### config.mk
export PLATFORM = sky130hd
export DESIGN_NAME = alu_op_sequencer
export DESIGN_NICKNAME = d
export VERILOG_FILES = /design/src/rtl/alu_op_sequencer.sv
export SDC_FILE = /design/constraint.sdc
export NUM_CORES = 1
export LEC_CHECK = 0
export CORE_MARGIN = 2
export CORE_UTILIZATION = 51
export DETAILED_ROUTE_END_ITERATION = 6
export PLACE_DENSITY = 0.87
export SETUP_SLACK_MARGIN = 0.02
export SLEW_MARGIN = 0
export SYNTH_ARGS = -nofsm -noshare
export SYNTH_HDL_FRONTEND = slang
export SYNTH_SLANG_ARGS = --single-unit
### constraint.sdc
create_clock -name clk -period 4 [get_ports clk]
set_input_delay 0.6 -clock clk [delete_from_list [all_inputs] [get_ports clk]]
set_output_delay 0.6 -clock clk [all_outputs]
set_load 0.05 [all_outputs]
### src/rtl/alu_op_sequencer.sv
// Buffered issuer for the ALU datapath: software loads {instr, d0, d1} entries, start issues
// them in order, each result is captured SETTLE edges after issue and handed out over valid/ready.
module alu_op_sequencer #(
   parameter int DEPTH  = 8,
   parameter int SETTLE = 2
) (
   input  logic                     clk,
   input  logic                     rst,
   input  logic                     load_valid,
   output logic                     load_ready,
   input  logic [15:0]              load_instr,
   input  logic [7:0]               load_d0,
   input  logic [7:0]               load_d1,
   input  logic                     start,
   output logic                     busy,
   output logic [15:0]              alu_instruction,
   output logic [7:0]               alu_data0,
   output logic [7:0]               alu_data1,
   input  logic [7:0]               alu_out0,
   input  logic [7:0]               alu_out1,
   input  logic [7:0]               alu_out2,
   input  logic [7:0]               alu_out3,
   input  logic                     alu_of,
   input  logic                     alu_zf,
   output logic                     res_valid,
   input  logic                     res_ready,
   output logic [7:0]               res_out0,
   output logic [7:0]               res_out1,
   output logic [7:0]               res_out2,
   output logic [7:0]               res_out3,
   output logic                     res_of,
   output logic                     res_zf,
   output logic [$clog2(DEPTH)-1:0] res_index,
   output logic                     done
);
   localparam int IW = $clog2(DEPTH);
   localparam int CW = $clog2(DEPTH + 1);
   localparam int SW = (SETTLE > 1) ? $clog2(SETTLE) : 1;

   typedef enum logic [1:0] {IDLE, WAIT, HOLD} state_t;

   state_t        state_reg, state_next;
   logic [CW-1:0] count_reg;
   logic [IW-1:0] idx_reg;
   logic [SW-1:0] settle_reg;
   logic [15:0]   instr_mem [DEPTH];
   logic [7:0]    d0_mem    [DEPTH];
   logic [7:0]    d1_mem    [DEPTH];
   logic          do_write, do_issue, do_capture, do_handshake, is_last;
   logic [IW-1:0] rd_addr;

   assign busy       = (state_reg != IDLE);
   assign load_ready = (state_reg == IDLE) && (count_reg < CW'(DEPTH));

   // Buffer contents need no reset: count_reg == 0 already marks every entry invalid.
   always_ff @(posedge clk) begin
      if (do_write) begin
         instr_mem[count_reg[IW-1:0]] <= load_instr;
         d0_mem[count_reg[IW-1:0]]    <= load_d0;
         d1_mem[count_reg[IW-1:0]]    <= load_d1;
      end
   end

   always_ff @(posedge clk or posedge rst) begin
      if (rst) state_reg <= IDLE;
      else     state_reg <= state_next;
   end

   always_comb begin
      state_next   = state_reg;
      do_write     = 1'b0;
      do_issue     = 1'b0;
      do_capture   = 1'b0;
      do_handshake = 1'b0;
      is_last      = (CW'(idx_reg) == count_reg - CW'(1));
      rd_addr      = idx_reg + IW'(1);
      case (state_reg)
         IDLE: begin
            // An accepted start takes priority over a same-edge write.
            if (start && count_reg != '0) begin
               do_issue   = 1'b1;
               rd_addr    = '0;
               state_next = WAIT;
            end else if (load_valid && load_ready) begin
               do_write = 1'b1;
            end
         end
         WAIT: begin
            if (settle_reg == '0) begin
               do_capture = 1'b1;
               state_next = HOLD;
            end
         end
         HOLD: begin
            if (res_valid && res_ready) begin
               do_handshake = 1'b1;
               state_next   = is_last ? IDLE : WAIT;
            end
         end
         default: state_next = IDLE;
      endcase
   end

   always_ff @(posedge clk or posedge rst) begin
      if (rst) begin
         count_reg       <= '0;
         idx_reg         <= '0;
         settle_reg      <= '0;
         alu_instruction <= '0;
         alu_data0       <= '0;
         alu_data1       <= '0;
         res_valid       <= 1'b0;
         res_out0        <= '0;
         res_out1        <= '0;
         res_out2        <= '0;
         res_out3        <= '0;
         res_of          <= 1'b0;
         res_zf          <= 1'b0;
         res_index       <= '0;
         done            <= 1'b0;
      end else begin
         done <= do_handshake && is_last;
         if (do_write) count_reg <= count_reg + CW'(1);
         if (do_issue || (do_handshake && !is_last)) begin
            alu_instruction <= instr_mem[rd_addr];
            alu_data0       <= d0_mem[rd_addr];
            alu_data1       <= d1_mem[rd_addr];
            idx_reg         <= rd_addr;
            settle_reg      <= SW'(SETTLE - 1);
         end else if (state_reg == WAIT && settle_reg != '0) begin
            settle_reg <= settle_reg - SW'(1);
         end
         if (do_capture) begin
            res_out0  <= alu_out0;
            res_out1  <= alu_out1;
            res_out2  <= alu_out2;
            res_out3  <= alu_out3;
            res_of    <= alu_of;
            res_zf    <= alu_zf;
            res_index <= idx_reg;
            res_valid <= 1'b1;
         end
         if (do_handshake) begin
            res_valid <= 1'b0;
            if (is_last) begin
               count_reg <= '0;
               idx_reg   <= '0;
            end
         end
      end
   end
endmodule

==> flow_metrics.env <==
export IMPL_synthFlopType="edfxtp_1"
export IMPL_synth_seq_cells=337
export IMPL_drv_slew=0
export IMPL_syn_area_per_cell_um2=15.2
export IMPL_largest_reg_flops=128
export IMPL_rsz0062_at_grt="no"
export IMPL_die_height_um=166
export IMPL_finalSetupViolCount=0
export IMPL_grt_pass1_vias=8484
export IMPL_start_kind="flip-flop"
export IMPL_fin_skew_ps=15.7
export IMPL_hold_class="in2async"
export IMPL_peakVddDrop_uv=771
export IMPL_syn2layout_area_growth_pct=21.2
export IMPL_power_density_nw_per_um2=815
export IMPL_cap_violations=0
export IMPL_coreArea_um2=26000
export IMPL_die_w_um=166
export IMPL_synth_area_leaders="edfxtp_1 (57%), dfrtp_1 (15%), mux2_2 (3.4%), mux2i_1 (3.4%), nor2_1 (2.6%)"
export IMPL_reg2reg_from="count_reg[0]"
export IMPL_hold_viol_final=0
export IMPL_yosysTopAreaCellShare_pct=57.1
export IMPL_die_area_um2=27700
export IMPL_async_flop_share_pct=24.0
export IMPL_tritoncts="done"
export IMPL_cts_buffer_depth=3
export IMPL_critPathRequiredTime_ps=4180
export IMPL_drtPass1Iterations=5
export IMPL_setup_tns_ps=0
export IMPL_synth_cell_type_count=47
export IMPL_grt_overflow=0
export IMPL_initial_core_util_pct=51.8
export IMPL_post_cts_setup_buffers=0
export IMPL_via_per_inst=5.98
export IMPL_layout_nets=1096
export IMPL_fin_crit_ps=3040
export IMPL_wl_per_cell_um=21.6
export IMPL_tightest_slew_ps=1090
export IMPL_maxSlewHeadroom_pct=27.2
export IMPL_crit_fanout=32
export IMPL_synth_seq_area_share_pct=72.2
export IMPL_dp_cells=1325
export IMPL_rows=59
export IMPL_clock_fmax_mhz=329
export IMPL_ff2ff_setup_slack_ps=960
export IMPL_ys_warn_count=0
export IMPL_cts_made_buffers=30
export IMPL_synth_area_leader_cell="edfxtp_1"
export IMPL_hold_buffers=0
export IMPL_synth_edf_count=256
export IMPL_clkSinkCount=337
export IMPL_vias=8269
export IMPL_crit_path_end_kind="flip-flop"
export IMPL_drtIter0Drc=894
export IMPL_syn_area_um2=13500
export IMPL_drtAntennaViolNets=0
export IMPL_fin_crit_sh_pct=75.9
export IMPL_status="complete, no violations"
export IMPL_io_pins=144
export IMPL_hold_ws_ps=270
export IMPL_cts_root_buf="clkbuf_16"
export IMPL_layout_drive_gt1_share_pct=14.0
export IMPL_io_buffers=143
export IMPL_post_dp_hpwl_mm=16.6
export IMPL_grt_pass1_wl_mm=46.5
export IMPL_grt_max_degree=151
export IMPL_p_leak_nw=5.55
export IMPL_globalRouteTotalUtil_pct=21.3
export IMPL_nFillCells=1726
export IMPL_arrival_ps=3220
export IMPL_htreeDepth=1
export IMPL_r2r_cells=7
export IMPL_gp_congestion=0.811
export IMPL_wl_mm=29.9
export IMPL_power_w=0.0133
export IMPL_synth_fp_nets=958
export IMPL_final_util_pct=62.8
export IMPL_r2r_end="d0_mem[2][5]"
export IMPL_clkTransAtPathRegs_ps=70
export IMPL_layout_cells_non_filler=1382
export IMPL_grt_antenna_before_repair=2
export IMPL_synthCells=884
export IMPL_worstSetupPathType="reg2reg"
export IMPL_drc=0
export IMPL_post_cts_resize_count=0
export IMPL_insertion_delay_ps=550
[worst max-delay path by stage]
stage	from	slack, ps	endpoint	cells after the start
final	count_reg[0]	960	d0_mem[2][5]	7
after global routing	count_reg[0]	770	alu_data1[4]	8
after CTS	count_reg[0]	980	d1_mem[2][6]	7
after detailed placement	start	880	alu_instruction[7]	7
after global placement	start	1010	alu_instruction[12]	7
after floorplan	state_reg[1]	-190	d0_mem[0][0]	4
[critical path, cell delays in order (launching register included)]
cell	delay, ps
dfrtp_1	530
inv_1	150
ha_1	220
nand2b_1	120
a2111oi_4	530
nand2_1	330
nor3_2	240
buf_4	500
[cell usage in the layout, fill, tap and decap left out, types with 18 or more instances in the layout]
| cell type | n |
|---|---|
| edfxtp_1 | 256 |
| clkdlybuf4s50_1 | 143 |
| nor2_1 | 85 |
| dfrtp_1 | 80 |
| a21oi_1 | 54 |
| mux2i_1 | 46 |
| mux2_2 | 41 |
| a31oi_1 | 31 |
| clkbuf_16 | 31 |
| nand2_1 | 28 |
| nand2b_1 | 20 |
| buf_4 | 20 |
| o21ai_0 | 19 |
| nor2b_1 | 18 |
[metrics by stage]
| step | area, µm² | setup slack, ps |
|---|---|---|
| 2_1_floorplan | 13500 | -189 |
| 3_3_place_gp | 15300 | 1010 |
| 3_5_place_dp | 15300 | 875 |
| 4_1_cts | 16300 | 984 |
| 5_1_grt | 16300 | 771 |
| 6_report | 16300 | 963 |
[area by class of cell]
type                            instances  area [µm²]  share of cell area (%)
Sequential cell                       337        9720                    59.6
Multi-Input combinational cell        483        3500                    21.4
Timing Repair Buffer                  165        1620                    9.94
Clock buffer                           36         805                    4.93
Tap cell                              335         419                    2.57
Clock inverter                         20         225                    1.38
Inverter                                5        20.0                   0.123
Antenna cell                            1        2.50                  0.0153
[metal layers]
layer / global-route usage (%) / share of wire, % / up-vias / wire [µm]
met5: 0 / 0.044 / - / 13
met4: 9.37 / 3.6 / 2 / 1070
met3: 4.33 / 9.2 / 89 / 2760
met2: 35.5 / 50 / 496 / 14800
met1: 27.3 / 38 / 4040 / 11200
li1: - / - / 3642 / -
[cell families after synthesis]
group,synth area share (%)
flops,72.2
simple gates,6.46
compound gates,8.78
mux,9.36
buf+inv,2.49
xor+xnor,0.456
fa+ha+maj,0.279
[power by group]
| group | switching, W | leakage, nW | internal [W] | total, W |
|---|---|---|---|---|
| registers | 0.000362 | 3.25 | 0.00434 | 0.00470 |
| clock network | 0.00121 | 0.506 | 0.00175 | 0.00297 |
| logic | 0.00356 | 1.80 | 0.00206 | 0.00562 |
| total | 0.00513 | 5.55 | 0.00815 | 0.0133 |
[Yosys cell counts, drive strengths merged, types with 2 or more instances]
master / n
edfxtp: 256
nor2: 93
dfrtp: 81
a21oi: 55
mux2i: 46
mux2: 41
buf: 36
a31oi: 31
nand2: 28
clkbuf: 23
nand2b: 20
o21ai: 20
nor2b: 18
nor3: 18
o22ai: 17
a211oi: 16
o31ai: 16
a211o: 15
mux4: 15
inv: 5
xor2: 5
a21o: 3
a221o: 3
ha: 3
a22oi: 2
nand3: 2
or2: 2
xnor2: 2
(Power assumes the default switching activity.)
